File: src/rtl/bus_slave_regs_if.sv
// Bus connection between a master and one register-file slave. The strobes are active low.
// addr is a word address and rdy_ is a one-cycle ready pulse.
interface bus_slave_regs_if #(
  parameter int ADDR_W = 30
);
  logic              cs_;
  logic              as_;
  logic              rw;
  logic [ADDR_W-1:0] addr;
  logic [31:0]       wr_data;
  logic [31:0]       rd_data;
  logic              rdy_;

  modport master (
    output cs_, as_, rw, addr, wr_data,
    input  rd_data, rdy_
  );

  modport slave (
    input  cs_, as_, rw, addr, wr_data,
    output rd_data, rdy_
  );
endinterface

File: src/rtl/bus_slave_regs.sv
// Word-wide register file behind one bus chip-select, with programmable wait states.
// Register 0 is also exported as a live control word.
module bus_slave_regs #(
  parameter int NUM_REGS    = 8,
  parameter int ADDR_W      = 30,
  parameter int WAIT_CYCLES = 1
) (
  input  logic        clk,
  input  logic        reset,
  bus_slave_regs_if.slave bus,
  output logic [31:0] reg0_out
);
  localparam int IDX_W = (NUM_REGS > 1) ? $clog2(NUM_REGS) : 1;
  localparam logic [3:0] WAIT_INIT = (WAIT_CYCLES == 0) ? 4'd0 : 4'(WAIT_CYCLES - 1);

  localparam logic [1:0] S_IDLE = 2'd0;
  localparam logic [1:0] S_WAIT = 2'd1;
  localparam logic [1:0] S_ACK  = 2'd2;

  logic [1:0]       state_reg, state_next;
  logic [3:0]       cnt_reg, cnt_next;
  logic [IDX_W-1:0] idx_reg, idx_next;
  logic             rw_reg, rw_next;
  logic [31:0]      wdata_reg, wdata_next;
  logic             rdy_reg, rdy_next;
  logic [31:0]      rd_data_reg, rd_data_next;
  logic             write_en;
  logic [31:0]      regs [NUM_REGS];

  // Upper address bits alias onto the register file; the upstream decoder owns the map.
  generate
    if (ADDR_W > IDX_W) begin : g_addr_unused
      logic unused_addr;
      assign unused_addr = ^bus.addr[ADDR_W-1:IDX_W];
    end
  endgenerate

  always_comb begin
    state_next   = state_reg;
    cnt_next     = cnt_reg;
    idx_next     = idx_reg;
    rw_next      = rw_reg;
    wdata_next   = wdata_reg;
    rdy_next     = 1'b1;
    rd_data_next = 32'd0;
    write_en     = 1'b0;

    case (state_reg)
      S_IDLE: begin
        if (!bus.cs_ && !bus.as_) begin
          idx_next   = bus.addr[IDX_W-1:0];
          rw_next    = bus.rw;
          wdata_next = bus.wr_data;
          if (WAIT_CYCLES == 0) begin
            state_next   = S_ACK;
            rdy_next     = 1'b0;
            rd_data_next = bus.rw ? regs[bus.addr[IDX_W-1:0]] : 32'd0;
          end else begin
            state_next = S_WAIT;
            cnt_next   = WAIT_INIT;
          end
        end
      end
      S_WAIT: begin
        // Losing chip-select mid-wait cancels the transaction silently.
        if (bus.cs_) begin
          state_next = S_IDLE;
          cnt_next   = 4'd0;
        end else if (cnt_reg == 4'd0) begin
          state_next   = S_ACK;
          rdy_next     = 1'b0;
          rd_data_next = rw_reg ? regs[idx_reg] : 32'd0;
        end else begin
          cnt_next = cnt_reg - 4'd1;
        end
      end
      S_ACK: begin
        state_next = S_IDLE;
        write_en   = !rw_reg;
      end
      default: begin
        state_next = S_IDLE;
      end
    endcase
  end

  always_ff @(posedge clk or posedge reset) begin
    if (reset) begin
      state_reg   <= S_IDLE;
      cnt_reg     <= 4'd0;
      idx_reg     <= '0;
      rw_reg      <= 1'b0;
      wdata_reg   <= 32'd0;
      rdy_reg     <= 1'b1;
      rd_data_reg <= 32'd0;
    end else begin
      state_reg   <= state_next;
      cnt_reg     <= cnt_next;
      idx_reg     <= idx_next;
      rw_reg      <= rw_next;
      wdata_reg   <= wdata_next;
      rdy_reg     <= rdy_next;
      rd_data_reg <= rd_data_next;
    end
  end

  always_ff @(posedge clk or posedge reset) begin
    if (reset) begin
      for (int i = 0; i < NUM_REGS; i++) begin
        regs[i] <= 32'd0;
      end
    end else if (write_en) begin
      regs[idx_reg] <= wdata_reg;
    end
  end

  assign bus.rdy_    = rdy_reg;
  assign bus.rd_data = rd_data_reg;
  assign reg0_out    = regs[0];
endmodule

File: src/flat_wrapper.sv
// flat-port wrapper written by rule: the top's interface ports become plain ports
module bus_slave_regs_flat 
#(
  parameter int NUM_REGS    = 8,
  parameter int ADDR_W      = 30,
  parameter int WAIT_CYCLES = 1
)
  (clk, reset, reg0_out, bus_cs_, bus_as_, bus_rw, bus_addr, bus_wr_data, bus_rd_data, bus_rdy_);
  bus_slave_regs_if #(.ADDR_W(ADDR_W)) bus_i ();
  input  logic clk;
  input  logic reset;
  output logic [31:0] reg0_out;
  input wire logic [$bits(bus_i.cs_)-1:0] bus_cs_;
  input wire logic [$bits(bus_i.as_)-1:0] bus_as_;
  input wire logic [$bits(bus_i.rw)-1:0] bus_rw;
  input wire logic [$bits(bus_i.addr)-1:0] bus_addr;
  input wire logic [$bits(bus_i.wr_data)-1:0] bus_wr_data;
  output wire logic [$bits(bus_i.rd_data)-1:0] bus_rd_data;
  output wire logic [$bits(bus_i.rdy_)-1:0] bus_rdy_;
  assign bus_i.cs_ = bus_cs_;
  assign bus_i.as_ = bus_as_;
  assign bus_i.rw = bus_rw;
  assign bus_i.addr = bus_addr;
  assign bus_i.wr_data = bus_wr_data;
  assign bus_rd_data = bus_i.rd_data;
  assign bus_rdy_ = bus_i.rdy_;
  bus_slave_regs #(.NUM_REGS(NUM_REGS), .ADDR_W(ADDR_W), .WAIT_CYCLES(WAIT_CYCLES)) u_core (.clk(clk), .reset(reset), .bus(bus_i), .reg0_out(reg0_out));
endmodule
File: config.mk
export PLATFORM = sky130hd
export DESIGN_NAME = bus_slave_regs_flat
export DESIGN_NICKNAME = d
export VERILOG_FILES = /design/src/rtl/bus_slave_regs_if.sv /design/src/rtl/bus_slave_regs.sv /design/src/flat_wrapper.sv
export SDC_FILE = /design/constraint.sdc
export NUM_CORES = 1
export LEC_CHECK = 0
export CAP_MARGIN = 20
export CORE_UTILIZATION = 30
export DETAILED_ROUTE_END_ITERATION = 6
export SYNTH_ARGS = -nofsm -noshare
export SYNTH_HDL_FRONTEND = slang
export SYNTH_SLANG_ARGS = --single-unit
File: constraint.sdc
create_clock -name clk -period 16 [get_ports clk]
set_input_delay 4 -clock clk [delete_from_list [all_inputs] [get_ports clk]]
set_output_delay 4 -clock clk [all_outputs]
set_load 0.02 [all_outputs]
==> impl_metrics.toml <==
[outcome]
status = "complete, no violations"

[cts]
clkTransAtPathRegs_ns = 0.06
cts_sinks = 331
clockBufferDepth = 3
post-cts-setup-buffers = 0
hold_buffers = 0
htree_levels = 2
cts_tree = "done"
clk_latency_ns = 0.54
cts_root_buffer = "clkbuf_16"
post_cts_resized = 0
cts_buffers = 37

[synthesis]
synth_top_family_by_area = "multiplexers"
yosys_warnings = 0
synth_compound_area_frac = 0.05272
ys_top_cells_by_count = "dfrtp_1, mux2_2, mux2i_1"
ys_types = 43
synth_area_leader_cell = "dfrtp_1"
synth_xor_area_frac = 0
yosysMostFrequentCell = "dfrtp_1"
synth_fa_ha_area_frac = 0.001712
synthCells = 1045
synth_area_leaders = "dfrtp_1, mux2_2, mux2i_1, buf_4, a21oi_1"
synth-seq-cells = 331
synthSimpleGateAreaFrac = 0.04082
synthMuxAreaShare = 0.2935
ys_async_sr_fraction = 1.000
synth-seq-area-share = 0.5666
synth_area_sq_um = 14620
synth_top_area_frac = 0.5648
synth.avg_cell_area_sq_um = 13.99
synth_edf_count = 0
synth_nets = 1114
synth_flop_cell = "dfrtp_1"

[setup_path]
path_cells = "clkdlybuf4s50_1 > inv_8 > buf_4 > buf_4 > buf_16"
crit_top_cell = "buf_4"
crit_arrival_ns = 6.82
reg2reg_slack_ns = 12.84
required_ns = 16.69
path_max_fanout = 103
critical_path_class = "input port to async pin"
startpoint_type = "input port"
crit_slowest_cell = "buf_4"
reg2reg_depth = 4
slowest_delay_ns = 0.83
critPathCaptureType = "async pin"

[power]
total_power_w = 0.002948
irDropWorstVdd_uv = 82.59
p_leak_nw = 7.926
power.density_nw_per_um2 = 171.0

[die]
initial_core_util = 0.3049
die_h_um = 222.8
die_x_um = 222.8
die_area_sq_um = 49620
core_sq_um = 47950
row_count = 80
io_pins = 132

[global_route]
grt_pass1_vias = 9161
grt_usage = 0.1436
overflow = 0
grt_pass1_wl_um = 54890
grt_antenna_before_repair = 0
grt_max_degree = 104

[drt]
first_pass_iters = 4
wl_um = 34720
vias = 8634
viasPerCell = 4.954
drc = 0
drtIter0Drc = 417
wl_per_cell_um = 19.92
detail-route-antenna-nets = 0

[timing]
finalSetupViolations = 0
fin_ws_ns = 9.866
slew_viol_final = 0
min_period_over_period = 0.3834
finalClockSkew_ns = 0.01968
slew_headroom = 0.2477
final.setup.tns_ns = 0
fmax_mhz = 163.0
grt_setup_unrepaired = "no"
hold_viol = 0
fin_crit_ns = 6.134
worst_slew_pin_slew_ns = 1.125

[finish]
top_register = "u_core.regs"
largest_reg_flops = 224
num_antenna_cells = 0
multi_input_area_sq_um = 5724
seqCellArea_sq_um = 8295
nFillCells = 4555
area_growth_pct = 17.92
nNetsFinal = 1171
final_layout_size_suffix_gt1_frac = 0.3839
stdcell_area_sq_um = 17240

[worst_hold_path]
min_path_type = "flip-flop to flip-flop"
min_path_cells = 1

[placement]
io_buffers = 104
place_area_sq_um = 15940
place_ws_ns = 8.850
dp_hpwl_um = 19500
gp_congestion = 0.7219

[flow_run]
cap_violations = 0
layout make-up:
class                   count  area share
inverters                   4    0.001306
clock inverters            10     0.01023
well taps                 615     0.04463
multi-input cells         611      0.3320
clock buffers              55     0.06343
flip-flops and latches    331      0.4812
repair buffers            117     0.06720
routing by layer:
| layer | vias up | wire (um) | track usage |
|---|---|---|---|
| met3 | 49 | 1447 | 0.02949 |
| met4 | 0 | 773 | 0.04360 |
| met2 | 135 | 16570 | 0.2335 |
| li1 | 3867 | - | - |
| met1 | 4583 | 15930 | 0.1920 |
| met5 | - | 0 | 0 |
critical path, delay by kind of cell:
kind                   cells  cell delay [ns]
buffers and inverters      5             2.67
where the power goes:
part           switching [W]  internal (W)
Combinational       0.000316      0.000405
Sequential          0.000233       0.00112
Clock               0.000340      0.000539
Total               0.000890       0.00206
placed cells by master, fill, tap and decap left out, types with 8 or more instances in the layout:
cell | synthesis | layout
a221oi_1 | 18 | 18
mux2i_1 | 62 | 62
dfrtp_1 | 330 | 327
o32ai_1 | 13 | 13
o21ai_0 | 23 | 23
a22oi_1 | 14 | 14
nand3_1 | 21 | 20
buf_4 | 41 | 12
mux2_2 | 323 | 323
or2_2 | 14 | 14
clkbuf_1 | 12 | 8
nor2_1 | 22 | 22
a21oi_1 | 38 | 38
nand2b_1 | 18 | 18
clkbuf_8 | 0 | 10
clkbuf_16 | 0 | 37
clkdlybuf4s50_1 | 0 | 104
cells by family (layout without fill, tap and decap cells):
| kind of cell | count (synthesis) | in the layout |
|---|---|---|
| muxes | 388 | 388 |
| AOI/OAI and AO/OA | 118 | 118 |
| buffers and inverters | 103 | 186 |
| DFF | 331 | 331 |
| and+or+nand+nor | 103 | 103 |
| adders and majority gates | 2 | 2 |
stage by stage:
| stage | std cells | hold slack [ns] | util |
|---|---|---|---|
| after floorplan | 1045 | 0.4375 | - |
| after global placement | 1677 | 0.4635 | 0.3325 |
| after detailed placement | 1677 | 0.4714 | 0.3325 |
| after CTS | 1742 | 0.4950 | 0.3590 |
| after global routing | 1743 | 0.5084 | 0.3596 |
| final | 1743 | 0.4896 | 0.3596 |
path summary, 6_finish.rpt:
path,to,startpoint
max in group clk,bus_rdy_,u_core.bus.rdy_$_DFF_PP1_
min in group asynchronous,u_core.wdata_reg[28]$_DFFE_PP0P_,reset
worst min register to register,u_core.regs[56]$_DFFE_PP0P_,u_core.regs[56]$_DFFE_PP0P_
worst min-delay path,u_core.regs[56]$_DFFE_PP0P_,u_core.regs[56]$_DFFE_PP0P_
worst max register to register,u_core.regs[74]$_DFFE_PP0P_,u_core.idx_reg[2]$_DFFE_PP0P_
worst max-delay path,u_core.wdata_reg[7]$_DFFE_PP0P_,reset
(Power assumes the default switching activity.)
